## src/rtl/mult_div_unit.sv

```systemverilog
// Iterative multiply/divide unit: MULT/MULTU (shift-add) and DIV/DIVU (restoring),
// one iteration per cycle, results written to architectural HI/LO.
module mult_div_unit #(
    parameter int WIDTH = 32
) (
    input  logic             clk,
    input  logic             reset,
    input  logic             start,
    input  logic [1:0]       op,
    input  logic [WIDTH-1:0] in1,
    input  logic [WIDTH-1:0] in2,
    input  logic             mthi,
    input  logic             mtlo,
    output logic             busy,
    output logic             done,
    output logic             div_by_zero,
    output logic [WIDTH-1:0] hi,
    output logic [WIDTH-1:0] lo
);

    localparam int CW = $clog2(WIDTH);

    typedef enum logic [1:0] {
        IDLE = 2'd0,
        RUN  = 2'd1,
        FIX  = 2'd2
    } state_t;

    state_t state, state_next;

    logic [CW-1:0]      counter;
    logic               is_div;
    logic               neg_res;
    logic               neg_rem;
    logic               dbz;
    logic [WIDTH-1:0]   divisor;
    logic [WIDTH-1:0]   acc_hi;
    logic [WIDTH-1:0]   acc_lo;

    logic               signed_op;
    logic [WIDTH-1:0]   abs1;
    logic [WIDTH-1:0]   abs2;
    logic [WIDTH:0]     mul_sum;
    logic [WIDTH:0]     div_shift;
    logic [WIDTH:0]     div_diff;
    logic [2*WIDTH-1:0] prod_fix;
    logic [WIDTH-1:0]   quot_fix;
    logic [WIDTH-1:0]   rem_fix;

    assign busy      = (state != IDLE);
    assign signed_op = ~op[0];
    assign abs1      = (signed_op && in1[WIDTH-1]) ? -in1 : in1;
    assign abs2      = (signed_op && in2[WIDTH-1]) ? -in2 : in2;

    // Multiply keeps the running product in {acc_hi, acc_lo}; divide keeps the
    // partial remainder in acc_hi and shifts quotient bits into acc_lo.
    assign mul_sum   = {1'b0, acc_hi} + {1'b0, {WIDTH{acc_lo[0]}} & divisor};
    assign div_shift = {acc_hi, acc_lo[WIDTH-1]};
    assign div_diff  = div_shift - {1'b0, divisor};

    assign prod_fix  = neg_res ? -{acc_hi, acc_lo} : {acc_hi, acc_lo};
    assign quot_fix  = neg_res ? -acc_lo : acc_lo;
    assign rem_fix   = neg_rem ? -acc_hi : acc_hi;

    // NOTE: sequential state uses non-blocking assignments so every register
    // samples the pre-edge values regardless of statement order.
    always_ff @(posedge clk or posedge reset) begin
        if (reset) state <= IDLE;
        else       state <= state_next;
    end

    // NOTE: defaulting state_next first keeps this block free of inferred latches.
    always_comb begin
        state_next = state;
        case (state)
            IDLE:    if (start) state_next = RUN;
            RUN:     if (counter == CW'(WIDTH - 1)) state_next = FIX;
            FIX:     state_next = IDLE;
            default: state_next = IDLE;
        endcase
    end

    always_ff @(posedge clk or posedge reset) begin
        if (reset) begin
            hi          <= '0;
            lo          <= '0;
            done        <= 1'b0;
            div_by_zero <= 1'b0;
            counter     <= '0;
            is_div      <= 1'b0;
            neg_res     <= 1'b0;
            neg_rem     <= 1'b0;
            dbz         <= 1'b0;
            divisor     <= '0;
            acc_hi      <= '0;
            acc_lo      <= '0;
        end else begin
            done        <= 1'b0;
            div_by_zero <= 1'b0;
            case (state)
                IDLE: begin
                    if (start) begin
                        is_div  <= op[1];
                        neg_res <= signed_op & (in1[WIDTH-1] ^ in2[WIDTH-1]);
                        neg_rem <= signed_op & in1[WIDTH-1];
                        dbz     <= op[1] & (in2 == '0);
                        divisor <= abs2;
                        acc_hi  <= '0;
                        acc_lo  <= abs1;
                        counter <= '0;
                    end else begin
                        if (mthi) hi <= in1;
                        if (mtlo) lo <= in1;
                    end
                end
                RUN: begin
                    counter <= counter + 1'b1;
                    if (is_div) begin
                        if (!div_diff[WIDTH]) begin
                            acc_hi <= div_diff[WIDTH-1:0];
                            acc_lo <= {acc_lo[WIDTH-2:0], 1'b1};
                        end else begin
                            acc_hi <= div_shift[WIDTH-1:0];
                            acc_lo <= {acc_lo[WIDTH-2:0], 1'b0};
                        end
                    end else begin
                        acc_hi <= mul_sum[WIDTH:1];
                        acc_lo <= {mul_sum[0], acc_lo[WIDTH-1:1]};
                    end
                end
                FIX: begin
                    // With a zero divisor the remainder path reproduces the dividend.
                    if (is_div) begin
                        hi <= rem_fix;
                        lo <= dbz ? '1 : quot_fix;
                    end else begin
                        {hi, lo} <= prod_fix;
                    end
                    done        <= 1'b1;
                    div_by_zero <= dbz;
                end
                default: ;
            endcase
        end
    end

endmodule

```

## config.mk

```make
export PLATFORM = sky130hd
export DESIGN_NAME = mult_div_unit
export DESIGN_NICKNAME = d
export VERILOG_FILES = /design/src/rtl/mult_div_unit.sv
export SDC_FILE = /design/constraint.sdc
export NUM_CORES = 1
export LEC_CHECK = 0
export BUFFER_PORTS_ARGS = -buffer_cell sky130_fd_sc_hd__buf_2
export CAP_MARGIN = 5
export CORE_MARGIN = 2
export CORE_UTILIZATION = 55
export DETAILED_ROUTE_END_ITERATION = 10
export PLACE_DENSITY = 0.73
export SETUP_SLACK_MARGIN = 0.05
export SYNTH_ARGS = -nofsm -noshare
export SYNTH_HDL_FRONTEND = slang
export SYNTH_SLANG_ARGS = --single-unit
```

## constraint.sdc

```tcl
create_clock -name clk -period 11.3 [get_ports clk]
set_input_delay 2.26 -clock clk [delete_from_list [all_inputs] [get_ports clk]]
set_output_delay 2.26 -clock clk [all_outputs]
set_load 0.03 [all_outputs]
```

# Word level (Yosys, flattened, before mapping)
# Cells that the tools add are included.
# Widths: inputs -> output; s select.
[word_totals]
elab_cells = 76
reg_bits = 173
in_bits = 71
output_inout_bits = 67
[op_classes]
n_mux = 29
bitwise_logic = 6
n_reduce_logical = 12
n_addsub = 8
n_eq_ne = 8
[ops]
columns = ["cell", "count"]
rows = [
  ["$mux 32", 16],
  ["$pmux 32 s2", 4],
  ["$neg 32->32", 4],
  ["$mux 64", 1],
  ["$neg 64->64", 1],
  ["$add 32x32->33", 1],
  ["$sub 33x32->33", 1],
  ["$and 32x32->32", 1],
  ["$logic_not 32->1", 1],
  ["$ne 2x2->1 const B", 5],
  ["$pmux 5 s2", 1],
  ["$reduce_and 2->1", 3],
  ["$reduce_and 3->1", 2],
  ["$reduce_bool 2->1", 3],
  ["$add 5x1->5 const B", 1],
  ["$eq 5x5->1 const B", 1],
  ["$mux 5", 1],
  ["$mux 2", 2],
  ["$pmux 2 s2", 1],
  ["$and 1x1->1", 3],
  ["$mux 1", 3],
  ["$eq 2x1->1 const B", 1],
  ["$eq 2x2->1 const B", 1],
  ["$logic_and 1x1->1", 2],
  ["3 further kinds", 3],
]

# Depth between registers and ports, before layout
[logic_depth]
depth_word = 5
ltp_mapped = 14
mapped_depth_nobuf = 13

# Worst setup path before layout
# Ideal clock, no wire load.
[synth_timing]
path_kind = "input -> register"
start = "in in1[10]"
end = "reg acc_lo[25]"
path_buffers = 1
slack_ns = 6.772
setup_time_ns = 0.136
arrival_ns = 4.392
path_stages = 8
required_time_ns = 11.164
cell_sequence = "clkbuf_1 -> or4_1 -> or4_1 -> nor4b_2 -> nand2_1 -> o41ai_1 -> xor2_1 -> o21ai_0"
[synth_via]
elab_chain_len = 4
[synth_rtl]
columns = ["element", "line_no", "rtl"]
rows = [
  ["start: declaration", "10", "input logic [WIDTH-1:0] in1,"],
  ["$neg 32->32", "52", "assign abs1 = (signed_op && in1[WIDTH-1]) ? -in1 : in1;"],
  ["$mux 32", "52", ""],
  ["$mux 32", "102", "if (start) begin"],
  ["$pmux 32 s2", "100", "case (state)"],
  ["end signal: assignment", "109", "acc_lo <= abs1;"],
  ["end signal: assignment", "121", "acc_lo <= {acc_lo[WIDTH-2:0], 1'b1};"],
  ["end signal: assignment", "124", "acc_lo <= {acc_lo[WIDTH-2:0], 1'b0};"],
  ["end: declaration", "38", "logic [WIDTH-1:0] acc_lo;"],
]
# Every way passes these cells. The select of a mux whose other input is x is not followed.
# A chain may end at the register's enable or synchronous reset.

# Worst setup path in the final report
[layout_timing]
start = "reg acc_lo[31]"
end = "reg acc_hi[31]"
[layout_via]
elab_chain_len = 4
[layout_rtl]
columns = ["element", "line_no", "rtl"]
rows = [
  ["$sub 33x32->33", "59", "assign div_diff = div_shift - {1'b0, divisor};"],
  ["$mux 32", "119", "if (!div_diff[WIDTH]) begin"],
  ["$mux 32", "118", "if (is_div) begin"],
  ["$pmux 32 s2", "100", ""],
  ["end signal: assignment", "120", "acc_hi <= div_diff[WIDTH-1:0];"],
  ["end signal: assignment", "123", "acc_hi <= div_shift[WIDTH-1:0];"],
  ["end signal: assignment", "127", "acc_hi <= mul_sum[WIDTH:1];"],
  ["end: declaration", "37", "logic [WIDTH-1:0] acc_hi;"],
]
# Every way passes these cells.

==> flow_summary.ini <==
[pwr]
power.density_cell_area_nw_per_um2 = 351
peakVddDrop_uv = 136
leakagePower_uw = 0.00666

[floorplan]
ios = 138
die_height_um = 164
core_region_area_um2 = 25200
floorplan.rows = 58
chip_width_um = 164
initial_core_util = 0.559
die_area_um2 = 26900

[timing]
final_hold_viol_count = 0
fmaxAchievable_mhz = 210
max_slew.worst_pin.slew_ps = 1220
relSlewSlack = 0.188
final.period_utilization = 0.421
final_max_slew_viol_count = 0
grt_setup_unrepaired = no
tns_setup_ps = 0
finalSetupViolations = 0
fin_worst_hold_slack_ps = 480
post_route_skew_ps = 16.6
fin_crit_ps = 4750

[detailed_routing]
number_of_detailed_routing_iterations_run_before_antenna_repair = 6
remaining_drc_errors = 0
route.detailed.wl_per_inst_um = 19.2
ant_nets = 0
drt_iter0_markers = 1189
detailroute.via_count = 13000
drt_wl_total_um = 40200
post_drt_via_cell_ratio = 6.21

[synthesis]
synth.distinct_cells = 76
ys_async_sr_fraction = 1.00
ys_seq_area_frac = 0.308
synth_flop_cell = dfrtp_1
post_synth.cell_area_avg_um2 = 8.37
flip_flop_and_latch_count_after_synthesis = 173
syn-instance-count = 1680
syn-cell-area_um2 = 14100
synthesis.nets = 1823
synth_warnings = 0
synth-edff-count = 0

[cells_and_area]
stdcell_count = 2091
areaGrowthSynthToFinish_pct = 10.0
finish.net_count = 1891
post_route_cells_drive_above_1_share = 0.124
num_antenna_cells = 0
layout.filler_cells = 2293

[clocking]
hold_buffers = 0
tritoncts = done
clock-sinks = 173
numCtsBuffers = 17
clock_insertion_delay_worst_skew_ps = 450
cts.clk_slew.worst_paths_ps = 80
cts-root-buf = clkbuf_16
ctsResizeCount = 0
clockBufferDepth = 2
clock_tree.htree_level_count = 4
post-cts-setup-buffers = 0

[setup_path]
critical_path.max_fanout = 19
worst_setup_path_end_kind = flip-flop
required_ps = 11620
critical_path_class = flip-flop to flip-flop
crit_path_start_kind = flip-flop
crit_arrival_ps = 5080

[global_route]
antenna_found_initial = 1
grt_first_pass_wirelength_um = 64900
largest_net_degree_at_the_start_of_global_routing = 72
globalRoute.totalOverflow = 0
grtUsageTotal = 0.303
via_count_of_the_first_global_routing_pass = 12400

[outcome]
status = completed

[placed_design]
cell_count_post_placement = 2059
gp_routability_congestion = 0.945
io_buffer_count = 137
post-dp-hpwl_um = 30100

[min_path]
hold_path_class = flip-flop to flip-flop

[job]
maxCapViolCount = 0
## per-layer routing
layer	part of all wire	global-route usage
met1	0.44	0.412
met2	0.47	0.501
met3	0.064	0.0439
met4	0.022	0.0873
met5	0	0
## cells in the mapped netlist, types with 9 or more instances
| cell | n | area [um^2] |
|---|---|---|
| a211oi_1 | 40 | 300 |
| a21o_1 | 25 | 188 |
| a21oi_1 | 166 | 831 |
| a221o_1 | 37 | 370 |
| a22oi_1 | 17 | 128 |
| a31oi_1 | 19 | 119 |
| and2_1 | 14 | 87.6 |
| buf_1 | 17 | 63.8 |
| clkbuf_1 | 76 | 285 |
| dfrtp_1 | 173 | 4330 |
| ha_1 | 70 | 876 |
| inv_1 | 60 | 225 |
| mux2i_1 | 70 | 701 |
| nand2_1 | 129 | 484 |
| nand2b_1 | 19 | 119 |
| nand3_1 | 25 | 125 |
| nand4_1 | 11 | 68.8 |
| nor2_1 | 117 | 439 |
| nor2b_1 | 31 | 194 |
| nor3_1 | 26 | 130 |
| nor4_1 | 14 | 87.6 |
| o21a_1 | 9 | 67.6 |
| o21ai_0 | 154 | 771 |
| o21ai_1 | 11 | 55.1 |
| o22ai_1 | 10 | 62.6 |
| o31ai_1 | 24 | 180 |
| o41ai_1 | 14 | 123 |
| or3_1 | 14 | 87.6 |
| or4_1 | 14 | 105 |
| xnor2_1 | 78 | 683 |
| xor2_1 | 85 | 744 |
## flip-flops by register name, summed over array words and instances, names as in the netlist, 2 cells and up
name     count
acc_hi      32
acc_lo      32
divisor     32
hi          32
lo          32
counter      5
state        2
## power by group
group / leakage, uW / internal, uW / switching [uW]
clock network: 0.000270 / 311 / 278
logic: 0.00431 / 1430 / 2080
registers: 0.00208 / 931 / 398
total: 0.00666 / 2670 / 2760
## final cells by class
type                            instances  area (um^2)  area share
Multi-Input combinational cell       1341         9100       0.588
Sequential cell                       173         4330       0.280
Timing Repair Buffer                  155          821      0.0530
Clock buffer                           18          429      0.0277
Tap cell                              330          413      0.0267
Inverter                               60          230      0.0149
Clock inverter                         14          149     0.00962
## worst max-delay path: stages, from the launching register on
cell and delay (ps):
dfrtp_1 480, inv_1 110, ha_1 230, fa_1 410, nor2b_1 200, o31ai_1 110, a31o_2 240, a211oi_1 420
nor2_1 160, o311ai_1 300, buf_4 250, and2_1 710, buf_4 420, o311ai_0 240, a32o_1 330
## stage by stage
stage	power, uW	util	setup WS, ps	cell area [um^2]
2_1_floorplan	3930	-	4350	14100
3_3_place_gp	4720	0.592	6290	14900
3_5_place_dp	4780	0.592	6170	14900
4_1_cts	5380	0.614	6600	15500
5_1_grt	5870	0.614	6290	15500
6_report	5420	0.614	6550	15500
## layout by cell type (no fill, tap or decap), drive strengths merged, types with 14 or more instances in the layout
cell,count
a211oi,40
a21o,25
a21oi,166
a221o,37
a22oi,17
a31oi,19
and2,15
buf,155
clkbuf,18
dfrtp,173
ha,70
inv,67
mux2i,70
nand2,129
nand2b,19
nand3,25
nor2,118
nor2b,31
nor3,26
nor4,19
o21ai,165
o31ai,26
o41ai,15
or3,14
or4,19
xnor2,78
xor2,85
## kinds of logic (layout without fill, tap and decap cells)
logic type	Yosys count	after routing	share of synthesized area
adder cells (fa/ha/maj)	72	72	0.0651
AND/OR/NAND/NOR	450	450	0.163
multiplexers	70	70	0.0498
buffers and inverters	166	247	0.0471
AO/OA/AOI/OAI	586	586	0.266
flip-flops	173	173	0.308
XOR/XNOR	163	163	0.101
## final timing paths
kind	slack, ps	cells past startpoint	startpoint	end
worst min register to register	480	2	divisor[24]	divisor[24]
worst min-delay path	480	2	divisor[24]	divisor[24]
worst max register to register	6550	14	acc_lo[31]	acc_hi[31]
max in group asynchronous	8180	3	reset	acc_hi[30]
worst max-delay path	6550	14	acc_lo[31]	acc_hi[31]
min in group asynchronous	1810	2	reset	acc_lo[9]
Power figures use the tool's default switching activity.
